**src/rtl/spi_reg_access_ctrl_if.sv**
```systemverilog
// Bundle between the SPI slave byte driver, the frame controller and the register file.
// master: the frame controller; slave: the driver/register-file side.
interface spi_reg_access_ctrl_if #(
  parameter int unsigned ADDR_W = 7
);
  logic              cs_n;
  logic [7:0]        rec_data;
  logic              rec_valid;
  logic [7:0]        response_data;
  logic [ADDR_W-1:0] reg_addr;
  logic [7:0]        reg_wdata;
  logic              reg_wr_en;
  logic              reg_rd_en;
  logic [7:0]        reg_rdata;
  logic              busy;
  logic              frame_err;

  modport master (
    input  cs_n, rec_data, rec_valid, reg_rdata,
    output response_data, reg_addr, reg_wdata, reg_wr_en, reg_rd_en, busy, frame_err
  );

  modport slave (
    output cs_n, rec_data, rec_valid, reg_rdata,
    input  response_data, reg_addr, reg_wdata, reg_wr_en, reg_rd_en, busy, frame_err
  );
endinterface

```
**src/rtl/spi_reg_access_ctrl.sv**
```systemverilog
// Frame-level controller behind the SPI slave byte driver: decodes {cmd, data...}
// into single-cycle register reads/writes and supplies the next MISO byte.
// Optional feature: define SPI_REG_BURST_EN for auto-increment burst access
// (frames then end only on cs_n rising).
module spi_reg_access_ctrl #(
  parameter int unsigned ADDR_W      = 7,
  parameter logic [7:0]  STATUS_BYTE = 8'hA5,
  parameter logic [7:0]  FILL_BYTE   = 8'h00
) (
  input  logic                  clk,
  input  logic                  rst_n,
  spi_reg_access_ctrl_if.master bus
);

  localparam logic [2:0] IDLE   = 3'd0;
  localparam logic [2:0] CMD    = 3'd1;
  localparam logic [2:0] WDATA  = 3'd2;
  localparam logic [2:0] RD_REQ = 3'd3;
  localparam logic [2:0] RD_CAP = 3'd4;
  localparam logic [2:0] RDATA  = 3'd5;
  localparam logic [2:0] DONE   = 3'd6;

  // Command bits above the address field that must be zero.
  localparam logic [6:0] HI_MASK = ~7'((8'd1 << ADDR_W) - 8'd1);

  logic [2:0]        state_q, state_d;
  logic [7:0]        response_q, response_d;
  logic [ADDR_W-1:0] reg_addr_q, reg_addr_d;
  logic [7:0]        reg_wdata_q, reg_wdata_d;
  logic              reg_wr_en_q, reg_wr_en_d;
  logic              reg_rd_en_q, reg_rd_en_d;
  logic              busy_q, busy_d;
  logic              frame_err_q, frame_err_d;

  logic              live_byte_c;
  logic              cmd_illegal_c;

  // A byte only starts new work while the frame is still selected; a data byte
  // in WDATA is honored even when cs_n rises in the same cycle.
  assign live_byte_c   = bus.rec_valid & ~bus.cs_n;
  assign cmd_illegal_c = |(bus.rec_data[6:0] & HI_MASK);

  // Next-state, strobe and response decode.
  always_comb begin
    state_d     = state_q;
    response_d  = response_q;
    reg_addr_d  = reg_addr_q;
    reg_wdata_d = reg_wdata_q;
    reg_wr_en_d = 1'b0;
    reg_rd_en_d = 1'b0;
    frame_err_d = 1'b0;

`ifdef SPI_REG_BURST_EN
    // Advance to the next burst address once the write strobe has been seen.
    if (reg_wr_en_q) begin
      reg_addr_d = reg_addr_q + ADDR_W'(1);
    end
`endif

    case (state_q)
      IDLE: begin
        if (!bus.cs_n) begin
          state_d = CMD;
        end
      end
      CMD: begin
        if (live_byte_c) begin
          if (cmd_illegal_c) begin
            frame_err_d = 1'b1;
            response_d  = FILL_BYTE;
            state_d     = DONE;
          end else begin
            reg_addr_d = bus.rec_data[ADDR_W-1:0];
            if (bus.rec_data[7]) begin
              reg_rd_en_d = 1'b1;
              state_d     = RD_REQ;
            end else begin
              response_d = FILL_BYTE;
              state_d    = WDATA;
            end
          end
        end
      end
      RD_REQ: begin
        state_d = RD_CAP;
      end
      RD_CAP: begin
        response_d = bus.reg_rdata;
        state_d    = RDATA;
      end
      WDATA: begin
        if (bus.rec_valid) begin
          reg_wdata_d = bus.rec_data;
          reg_wr_en_d = 1'b1;
`ifdef SPI_REG_BURST_EN
          state_d     = WDATA;
`else
          state_d     = DONE;
`endif
        end
      end
      RDATA: begin
        if (live_byte_c) begin
`ifdef SPI_REG_BURST_EN
          reg_addr_d  = reg_addr_q + ADDR_W'(1);
          reg_rd_en_d = 1'b1;
          state_d     = RD_REQ;
`else
          response_d  = FILL_BYTE;
          state_d     = DONE;
`endif
        end
      end
      DONE: begin
        response_d = FILL_BYTE;
      end
      default: begin
        state_d = IDLE;
      end
    endcase

    // Deselect ends the frame from any state; a read still in flight is dropped.
    if (bus.cs_n) begin
      state_d    = IDLE;
      response_d = STATUS_BYTE;
    end

    busy_d = (state_d != IDLE);
  end

  // State and registered outputs.
  always_ff @(posedge clk or negedge rst_n) begin
    if (!rst_n) begin
      state_q     <= IDLE;
      response_q  <= STATUS_BYTE;
      reg_addr_q  <= '0;
      reg_wdata_q <= 8'h00;
      reg_wr_en_q <= 1'b0;
      reg_rd_en_q <= 1'b0;
      busy_q      <= 1'b0;
      frame_err_q <= 1'b0;
    end else begin
      state_q     <= state_d;
      response_q  <= response_d;
      reg_addr_q  <= reg_addr_d;
      reg_wdata_q <= reg_wdata_d;
      reg_wr_en_q <= reg_wr_en_d;
      reg_rd_en_q <= reg_rd_en_d;
      busy_q      <= busy_d;
      frame_err_q <= frame_err_d;
    end
  end

  assign bus.response_data = response_q;
  assign bus.reg_addr      = reg_addr_q;
  assign bus.reg_wdata     = reg_wdata_q;
  assign bus.reg_wr_en     = reg_wr_en_q;
  assign bus.reg_rd_en     = reg_rd_en_q;
  assign bus.busy          = busy_q;
  assign bus.frame_err     = frame_err_q;

endmodule

```
**src/flat_wrapper.sv**
```systemverilog
// flat-port wrapper written by rule: the top's interface ports become plain ports
module spi_reg_access_ctrl_flat 
#(
  parameter int unsigned ADDR_W      = 7,
  parameter logic [7:0]  STATUS_BYTE = 8'hA5,
  parameter logic [7:0]  FILL_BYTE   = 8'h00
)
  (clk, rst_n, bus_cs_n, bus_rec_data, bus_rec_valid, bus_reg_rdata, bus_response_data, bus_reg_addr, bus_reg_wdata, bus_reg_wr_en, bus_reg_rd_en, bus_busy, bus_frame_err);
  spi_reg_access_ctrl_if #(.ADDR_W(ADDR_W)) bus_i ();
  input  logic clk;
  input  logic rst_n;
  input wire logic [$bits(bus_i.cs_n)-1:0] bus_cs_n;
  input wire logic [$bits(bus_i.rec_data)-1:0] bus_rec_data;
  input wire logic [$bits(bus_i.rec_valid)-1:0] bus_rec_valid;
  input wire logic [$bits(bus_i.reg_rdata)-1:0] bus_reg_rdata;
  output wire logic [$bits(bus_i.response_data)-1:0] bus_response_data;
  output wire logic [$bits(bus_i.reg_addr)-1:0] bus_reg_addr;
  output wire logic [$bits(bus_i.reg_wdata)-1:0] bus_reg_wdata;
  output wire logic [$bits(bus_i.reg_wr_en)-1:0] bus_reg_wr_en;
  output wire logic [$bits(bus_i.reg_rd_en)-1:0] bus_reg_rd_en;
  output wire logic [$bits(bus_i.busy)-1:0] bus_busy;
  output wire logic [$bits(bus_i.frame_err)-1:0] bus_frame_err;
  assign bus_i.cs_n = bus_cs_n;
  assign bus_i.rec_data = bus_rec_data;
  assign bus_i.rec_valid = bus_rec_valid;
  assign bus_i.reg_rdata = bus_reg_rdata;
  assign bus_response_data = bus_i.response_data;
  assign bus_reg_addr = bus_i.reg_addr;
  assign bus_reg_wdata = bus_i.reg_wdata;
  assign bus_reg_wr_en = bus_i.reg_wr_en;
  assign bus_reg_rd_en = bus_i.reg_rd_en;
  assign bus_busy = bus_i.busy;
  assign bus_frame_err = bus_i.frame_err;
  spi_reg_access_ctrl #(.ADDR_W(ADDR_W), .STATUS_BYTE(STATUS_BYTE), .FILL_BYTE(FILL_BYTE)) u_core (.clk(clk), .rst_n(rst_n), .bus(bus_i));
endmodule
```
**config.mk**
```make
export PLATFORM = sky130hd
export DESIGN_NAME = spi_reg_access_ctrl_flat
export DESIGN_NICKNAME = d
export VERILOG_FILES = /design/src/rtl/spi_reg_access_ctrl_if.sv /design/src/rtl/spi_reg_access_ctrl.sv /design/src/flat_wrapper.sv
export SDC_FILE = /design/constraint.sdc
export NUM_CORES = 1
export LEC_CHECK = 0
export BUFFER_PORTS_ARGS = -buffer_cell sky130_fd_sc_hd__buf_2
export CAP_MARGIN = 15
export CORE_MARGIN = 5
export CORE_UTILIZATION = 45
export CTS_BUF_LIST = sky130_fd_sc_hd__clkbuf_4 sky130_fd_sc_hd__clkbuf_8
export DETAILED_ROUTE_END_ITERATION = 8
export PLACE_DENSITY = 0.75
export SLEW_MARGIN = 20
export SYNTH_ARGS = -nofsm -noshare
export SYNTH_HDL_FRONTEND = slang
export SYNTH_SLANG_ARGS = --single-unit
export TNS_END_PERCENT = 1
```
**constraint.sdc**
```tcl
create_clock -name clk -period 1.7 [get_ports clk]
set_input_delay 0.255 -clock clk [delete_from_list [all_inputs] [get_ports clk]]
set_output_delay 0.255 -clock clk [all_outputs]
set_load 0.005 [all_outputs]
```
==> results of run 1 <==
stage by stage:
stage / power, uW / hold WS (ns)
final: 1758 / 0.1659
after global placement: 1290 / 0.3098
after CTS: 1790 / 0.1503
after floorplan: 1102 / -0.04059
after global routing: 1882 / 0.1426
after detailed placement: 1309 / 0.3216
flip-flops by register name, indices dropped and copies added, names as in the netlist:
name and cells:
u_core.state_q 3, u_core.bus.reg_wr_en 1, u_core.bus.reg_addr 7, u_core.bus.reg_rd_en 1, u_core.bus.response_data 8, u_core.bus.reg_wdata 8
u_core.bus.busy 1
cells in the final DEF (no fill, tap or decap), drive strengths merged, types with 2 or more instances in the layout:
| cell type | instances |
|---|---|
| clkbuf | 8 |
| nor3 | 2 |
| dfstp | 4 |
| a21oi | 2 |
| o21ai | 5 |
| nand3b | 5 |
| nand2 | 2 |
| dfrtp | 25 |
| nand2b | 6 |
| buf | 47 |
| mux2 | 15 |
| a221o | 4 |
worst paths after layout:
kind / startpoint / to / depth (start not counted)
max: u_core.state_q[0] / u_core.bus.reg_addr[4] / 4
min: bus_rec_data[2] / u_core.bus.reg_addr[2] / 2
max reg2reg: u_core.state_q[0] / u_core.bus.reg_addr[4] / 4
min reg2reg: u_core.bus.reg_wdata[3] / u_core.bus.reg_wdata[3] / 1
max in group asynchronous: rst_n / u_core.bus.reg_addr[1] / 2
min in group asynchronous: rst_n / u_core.bus.reg_wdata[7] / 2
kinds of logic (layout without fill, tap and decap cells):
logic type,after synthesis,in the layout,share of synthesized area [%]
buffers and inverters,6,57,3.737
AND/OR/NAND/NOR,19,19,12.46
other,1,1,0.3112
multiplexers,15,15,14.02
flip-flops,29,29,60.64
AO/OA/AOI/OAI,15,15,8.827
timing repair:
action,in CTS,in global routing
setup buffers,0,0
hold buffers,1,0
hold endpoints to repair,25,0
critical path: cells and delay by family, from the launching register on:
family / cells / cell delay (ns)
buffers and inverters: 1 / 0.20
AND/OR/NAND/NOR: 2 / 0.31
flip-flops: 1 / 0.54
multiplexers: 1 / 0.34
layer usage:
metal  vias up  GRT usage, %  wire [microns]
met3         3         7.231             320
met4         0         8.182              27
met5         -             0               0
li1        402             -               -
met1       402         19.23            1062
met2        44         23.47            1164
area by class of cell:
class | count | area [sq um]
Inverter | 1 | 3.754
Clock buffer | 8 | 66.31
Tap cell | 30 | 37.54
Timing Repair Buffer | 48 | 250.2
Sequential cell | 29 | 730.7
Multi-Input combinational cell | 50 | 429.2
Fill cell | 217 | 1005
report_power, final:
group	internal (uW)	leakage (uW)	switching, uW
Sequential	836	0.000358	78.8
Combinational	221	0.000324	154
Clock	236	0.0000394	233
Total	1290	0.000721	465
==> qor.yml, run 1 <==
outcome: "finished clean"
hpwlAfterDp_microns: 1819
synth_seq_area_share_pct: 60.64
track_usage_pct: 15.77
wire_length_of_the_first_global_routing_pass_microns: 4209
timing.critical_path.arrival_ns: 1.72
relSlewSlack_pct: 56.89
clock_slew_seen_by_the_registers_of_the_worst_setup_and_hold_paths_ns: 0.09
worst_hold_path_type: "input pin to register"
synth_top_cells_by_area: "sky130_fd_sc_hd__dfrtp_1, sky130_fd_sc_hd__mux2_2, sky130_fd_sc_hd__dfstp_2"
final_period_minus_worst_setup_slack_ns: 1.502
post-synth-top-area-cell: "sky130_fd_sc_hd__dfrtp_1"
cts_max_path_buffers: 2
yosysTopAreaCellShare_pct: 51.92
wire_per_inst_microns: 15.52
antenna_found_initial: 0
finalClockSkew_ns: 0.002946
leakage_uw: 0.0007208
remaining_drc_errors: 0
critical_path.cell_chain: "nand2_1, nor4_4, buf_4, mux2_2"
fin_area_sq_mm: 0.001518
globalplace.congestion: 0.7207
post-place-ws_ns: 0.1954
critical_path.max_stage_delay_ns: 0.54
synth-edff-count: 0
number_of_storage_elements_in_the_synthesis_netlist: 29
die_w_microns: 61.75
critPathSlowestCell: "sky130_fd_sc_hd__dfrtp_1"
totalWireLength_microns: 2576
drtPass1Iterations: 4
post_synth_most_frequent_cells: "sky130_fd_sc_hd__dfrtp_1, sky130_fd_sc_hd__mux2_2, sky130_fd_sc_hd__nand2b_1"
top_level_ports: 47
cp.required_ns: 1.92
placed_cell_area_sq_mm: 0.001441
h_tree_level_count: 2
clk_latency_ns: 0.33
final_min_period_over_clock_period_pct: 88.34
dieHeight_microns: 61.75
flow.area_growth_from_synthesis_pct: 25.96
post_route_cells_drive_above_1_share_pct: 56.62
avgViaCountPerCell: 5.127
fmaxAchievable_mhz: 665.8
placed_cells_incl_taps: 157
aggregate_negative_setup_slack_ns: 0
synthesized_netlist_net_count: 105
cts_sinks: 29
synthArstFlopShare_pct: 100.0
core-area_sq_mm: 0.002522
antenna-diode-count: 0
die_area_sq_mm: 0.003812
number_of_failing_hold_endpoints_at_the_final_stage: 0
fin_cells: 166
worst_setup_path_start_kind: "register"
synth_cell_types: 24
synth_flop_cell: "sky130_fd_sc_hd__dfrtp_1"
placement.io_buffers: 45
final_util_pct: 60.17
largest_net_degree_at_the_start_of_global_routing: 30
ff_to_ff_setup_slack_ns: 0.20
synthesis.yosys.warnings: 0
setup_viol: 0
vdd_ir_drop_max_mv: 0.8000
floorplan.initialDensity_pct: 47.77
endpoint_kind: "register"
actual_slew_at_the_worst_max_slew_pin_ns: 0.6466
fin_nets: 155
cts-root-buf: "sky130_fd_sc_hd__clkbuf_4"
postSynthCellCount: 85
vias_in_the_first_global_route: 907
slew_viol_final: 0
timing.final.ws_setup_ns: 0.1982
drtIter0Drc: 35
total_number_of_vias: 851
worst-path-max-fanout: 10
synth.most_common_cell: "sky130_fd_sc_hd__dfrtp_1"
fp-row-count: 18
maxCapViolCount: 0
drtAntennaViolNets: 0
rsz_0062_raised_after_global_routing: "no"
critical_path_class: "register to register"
ctsResizeCount: 0
tritoncts.num_buffers: 5
grt-ovfl-total: 0
cts_tree: "yes"
synth.avg_cell_area_sq_um: 14.18
power-per-cell-area_mw_per_mm2: 1158
syn_area_sq_mm: 0.001205
Note: power is estimated with default switching activity, not from simulation.
==> inputs of run 2 (changes only) <==
Clock period 1.7 ns to 1.8 ns, I/O delays scaled along.
==> qor.yml, run 2 (synthesis results as in run 1) <==
power-per-cell-area_mw_per_mm2: 1078
actual_slew_at_the_worst_max_slew_pin_ns: 0.6371
cts-root-buf: "sky130_fd_sc_hd__clkbuf_4"
tritoncts.num_buffers: 5
timing.critical_path.arrival_ns: 1.76
worst_setup_path_start_kind: "register"
clock_slew_seen_by_the_registers_of_the_worst_setup_and_hold_paths_ns: 0.09
totalPowerFinal_uw: 1621
avgViaCountPerCell: 5.194
totalWireLength_microns: 2454
number_of_failing_hold_endpoints_at_the_final_stage: 0
aggregate_negative_setup_slack_ns: 0
post-place-ws_ns: 0.2494
finalClockSkew_ns: 0.004855
cts_sinks: 29
final_util_pct: 59.62
grt_busiest_layer: "met1"
fillers: 219
dieHeight_microns: 61.75
die_area_sq_mm: 0.003812
track_usage_pct: 15.30
outcome: "finished clean"
ctsResizeCount: 0
fin_cells: 165
critical_path_class: "register to register"
core-area_sq_mm: 0.002522
setup_viol: 0
flow.area_growth_from_synthesis_pct: 24.82
globalplace.congestion: 0.7223
maxCapViolCount: 0
antenna-diode-count: 0
grt-ovfl-total: 0
global_route.usage.met3_pct: 5.785
largest_net_degree_at_the_start_of_global_routing: 30
final_period_minus_worst_setup_slack_ns: 1.544
total_number_of_vias: 857
worst_hold_path_type: "input pin to register"
drtPass1Iterations: 4
drtAntennaViolNets: 0
placed_cells_incl_taps: 156
min_path_cells: 2
wire_length_of_the_first_global_routing_pass_microns: 4153
groute.layer.met2.usage_pct: 21.08
antenna_found_initial: 0
remaining_drc_errors: 0
clk_latency_ns: 0.32
fin_nets: 154
slew_viol_final: 0
fp-row-count: 18
drtIter0Drc: 40
fmaxAchievable_mhz: 647.5
layout.cells.most_common_list: "sky130_fd_sc_hd__buf_2, sky130_fd_sc_hd__dfrtp_1, sky130_fd_sc_hd__mux2_2"
relSlewSlack_pct: 57.53
top_level_ports: 47
worst-path-max-fanout: 9
cts_tree: "yes"
h_tree_level_count: 2
vias_in_the_first_global_route: 884
mostFrequentLayoutCell: "sky130_fd_sc_hd__buf_2"
wire_per_inst_microns: 14.87
hpwlAfterDp_microns: 1764
worstRegToRegCells: 3
endpoint_kind: "register"
die_w_microns: 61.75
placement.io_buffers: 45
final_min_period_over_clock_period_pct: 85.80
floorplan.initialDensity_pct: 47.77
grt_util_met1_pct: 21.26
cp.required_ns: 2.01
timing.final.ws_setup_ns: 0.2557
cts_max_path_buffers: 2
vdd_ir_drop_max_mv: 0.6943
rsz_0062_raised_after_global_routing: "no"
leakage_uw: 0.0007128
post_route_cells_drive_above_1_share_pct: 56.30
## run 2: cell count changes in the layout (fill, tap and decap cells not counted), sizes merged
cell / previous run / this run
buf: 47 / 46
## run 2: per-layer routing
metal	wire length, microns	up-vias
met2	1072	40
met5	0	-
li1	-	405
met1	1050	407
met3	288	5
met4	42	0
## run 2: power breakdown
part / switching [uW] / total, uW / internal [uW]
Sequential: 71.8 / 861 / 790
Clock: 210 / 411 / 201
Combinational: 142 / 349 / 207
## run 2: final timing paths
| check | slack [ns] | start | end |
|---|---|---|---|
| hold reg to reg | 0.50 | u_core.bus.reg_addr[2] | u_core.bus.reg_addr[2] |
| min in group asynchronous | 0.50 | rst_n | u_core.state_q[1] |
| setup reg to reg | 0.26 | u_core.state_q[1] | u_core.bus.reg_wdata[4] |
| max in group asynchronous | 0.88 | rst_n | u_core.bus.reg_addr[2] |
| hold / removal | 0.19 | bus_reg_rdata[2] | u_core.bus.response_data[2] |
| setup / recovery | 0.26 | u_core.state_q[1] | u_core.bus.reg_wdata[4] |
## run 2: layout make-up
cell class / count / area, sq um / area share (%)
clock buffers: 8 / 60.06 / 3.993
well taps: 30 / 37.54 / 2.496
multi-input cells: 50 / 429.2 / 28.54
repair buffers: 47 / 242.7 / 16.14
inverters: 1 / 3.754 / 0.2496
flip-flops and latches: 29 / 730.7 / 48.59
## run 2: metrics by stage
stage / hold slack (ns) / cell area [sq um]
finish: 0.1859 / 1504
global route: 0.1674 / 1504
CTS: 0.1697 / 1504
detailed placement: 0.3264 / 1434
global placement: 0.3262 / 1434
floorplan: -0.02559 / 1205
## run 2: timing repair
item	CTS	global route
endpoints found under the setup margin	0	0
buffers inserted	0	0
hold buffers	1	0
hold endpoints to repair	25	0
## run 2: critical path: stages (launching register included)
cell,delay (ns)
sky130_fd_sc_hd__dfrtp_1,0.54
sky130_fd_sc_hd__nand2_1,0.15
sky130_fd_sc_hd__nor3_4,0.36
sky130_fd_sc_hd__mux2_2,0.39
==> inputs of run 3 (changes only) <==
Settings changed: CTS_BUF_LIST sky130_fd_sc_hd__clkbuf_4 sky130_fd_sc_hd__clkbuf_8 to sky130_fd_sc_hd__clkbuf_8.
==> qor.yml, run 3 (synthesis results as in run 1) <==
cts-root-buf: "sky130_fd_sc_hd__clkbuf_8"
h_tree_level_count: 2
totalWireLength_microns: 2428
aggregate_negative_setup_slack_ns: 0
final_min_period_over_clock_period_pct: 86.94
final_period_minus_worst_setup_slack_ns: 1.565
cp_top_family: "flip-flops"
worst-path-max-fanout: 9
critical_path.max_stage_delay_ns: 0.53
placed_cell_area_sq_mm: 0.001434
worstRegToRegCells: 3
rsz_0062_raised_after_global_routing: "no"
cp_num_buf_inv: 0
die_w_microns: 61.75
timing.critical_path.arrival_ns: 1.72
floorplan.initialDensity_pct: 47.77
worst_setup_path_start_kind: "register"
post_route_cells_drive_above_1_share_pct: 54.48
worst_hold_path_type: "input pin to async pin"
relSlewSlack_pct: 57.82
number_of_failing_hold_endpoints_at_the_final_stage: 0
globalplace.congestion: 0.7223
slew_viol_final: 0
drtPass1Iterations: 4
critical_path.reg2reg.startpoint: "u_core.state_q[1]"
avgViaCountPerCell: 5.177
drtAntennaViolNets: 0
die_area_sq_mm: 0.003812
timing.final.ws_setup_ns: 0.2350
clk_latency_ns: 0.27
ff_to_ff_setup_slack_ns: 0.24
core-area_sq_mm: 0.002522
fmaxAchievable_mhz: 639.0
track_usage_pct: 14.95
drtIter0Drc: 48
total_number_of_vias: 849
fin_area_sq_mm: 0.001514
cts_max_path_buffers: 2
clock_slew_seen_by_the_registers_of_the_worst_setup_and_hold_paths_ns: 0.06
antenna_found_initial: 0
critical_path_class: "register to register"
actual_slew_at_the_worst_max_slew_pin_ns: 0.6327
top_level_ports: 47
post-place-ws_ns: 0.2494
reg_to_reg_end: "u_core.bus.reg_wdata[4]"
leakage_uw: 0.0007237
maxCapViolCount: 0
fp-row-count: 18
final_util_pct: 60.02
vias_in_the_first_global_route: 876
grt-ovfl-total: 0
fin_nets: 153
flow.area_growth_from_synthesis_pct: 25.65
tritoncts.num_buffers: 5
ctsResizeCount: 0
placement.io_buffers: 45
cts_tree: "yes"
mostFrequentLayoutCell: "sky130_fd_sc_hd__buf_2"
vdd_ir_drop_max_mv: 0.7475
largest_net_degree_at_the_start_of_global_routing: 30
layout.cells.most_common_list: "sky130_fd_sc_hd__buf_2, sky130_fd_sc_hd__dfrtp_1, sky130_fd_sc_hd__mux2_2"
endpoint_kind: "register"
remaining_drc_errors: 0
critical_path.cell_chain: "nand2_1, nor3_4, mux2_2"
cp.required_ns: 1.95
finalClockSkew_ns: 0.003160
power-per-cell-area_mw_per_mm2: 1113
setup_viol: 0
wire_length_of_the_first_global_routing_pass_microns: 4084
hpwlAfterDp_microns: 1764
cts_sinks: 29
critPathSlowestCell: "sky130_fd_sc_hd__dfrtp_1"
outcome: "finished clean"
cts.repair_timing.setup_buffer_count: 0
wire_per_inst_microns: 14.80
antenna-diode-count: 0
cts-hold-fix-buffers: 0
dieHeight_microns: 61.75
## run 3: changes by cell type in the layout (fill, tap and decap cells not counted), sizes merged
cell,change
dlygate4sd3,-1
inv,+3
clkbuf,-3
## run 3: area by class of cell
class,count,area [sq um]
inverters,1,3.754
well taps,30,37.54
repair buffers,46,232.7
flip-flops and latches,29,730.7
multi-input cells,50,429.2
clock inverters,3,11.26
fillers,213,1008
clock buffers,5,68.82
## run 3: worst max-delay path by stage
stage | from | endpoint | slack [ns] | cells after the start
finish | u_core.state_q[1] | u_core.bus.reg_wdata[4] | 0.24 | 3
detailed placement | u_core.state_q[1] | u_core.bus.reg_wdata[4] | 0.25 | 3
CTS | u_core.state_q[1] | u_core.bus.reg_wdata[4] | 0.23 | 3
global placement | u_core.state_q[1] | u_core.bus.reg_wdata[6] | 0.26 | 3
floorplan | u_core.state_q[2] | u_core.bus.reg_addr[0] | 0.37 | 3
global route | u_core.state_q[1] | u_core.bus.reg_wdata[1] | 0.17 | 3
## run 3: metal layers
layer / wire (microns) / share of wire, % / vias up / GRT usage [%]
met5: 0 / 0 / - / 0
met4: 14 / 0.58 / 0 / 6.364
met3: 289 / 12 / 2 / 5.785
met2: 1097 / 45 / 45 / 20.93
met1: 1026 / 42 / 404 / 20.72
li1: - / - / 398 / -
## run 3: power breakdown
| group | switching, uW | internal, uW | total (uW) |
|---|---|---|---|
| clock | 217 | 256 | 474 |
| combinational | 141 | 206 | 347 |
| sequential | 72.2 | 792 | 864 |
| total | 430 | 1250 | 1680 |
## run 3: per-stage QoR
step                hold slack (ns)  instances  power, uW
floorplan                  -0.02559         85       1041
global placement             0.3262        156       1217
detailed placement           0.3264        156       1230
CTS                         0.03409        164       1722
global route                0.05891        164       1823
finish                      0.01848        164       1684
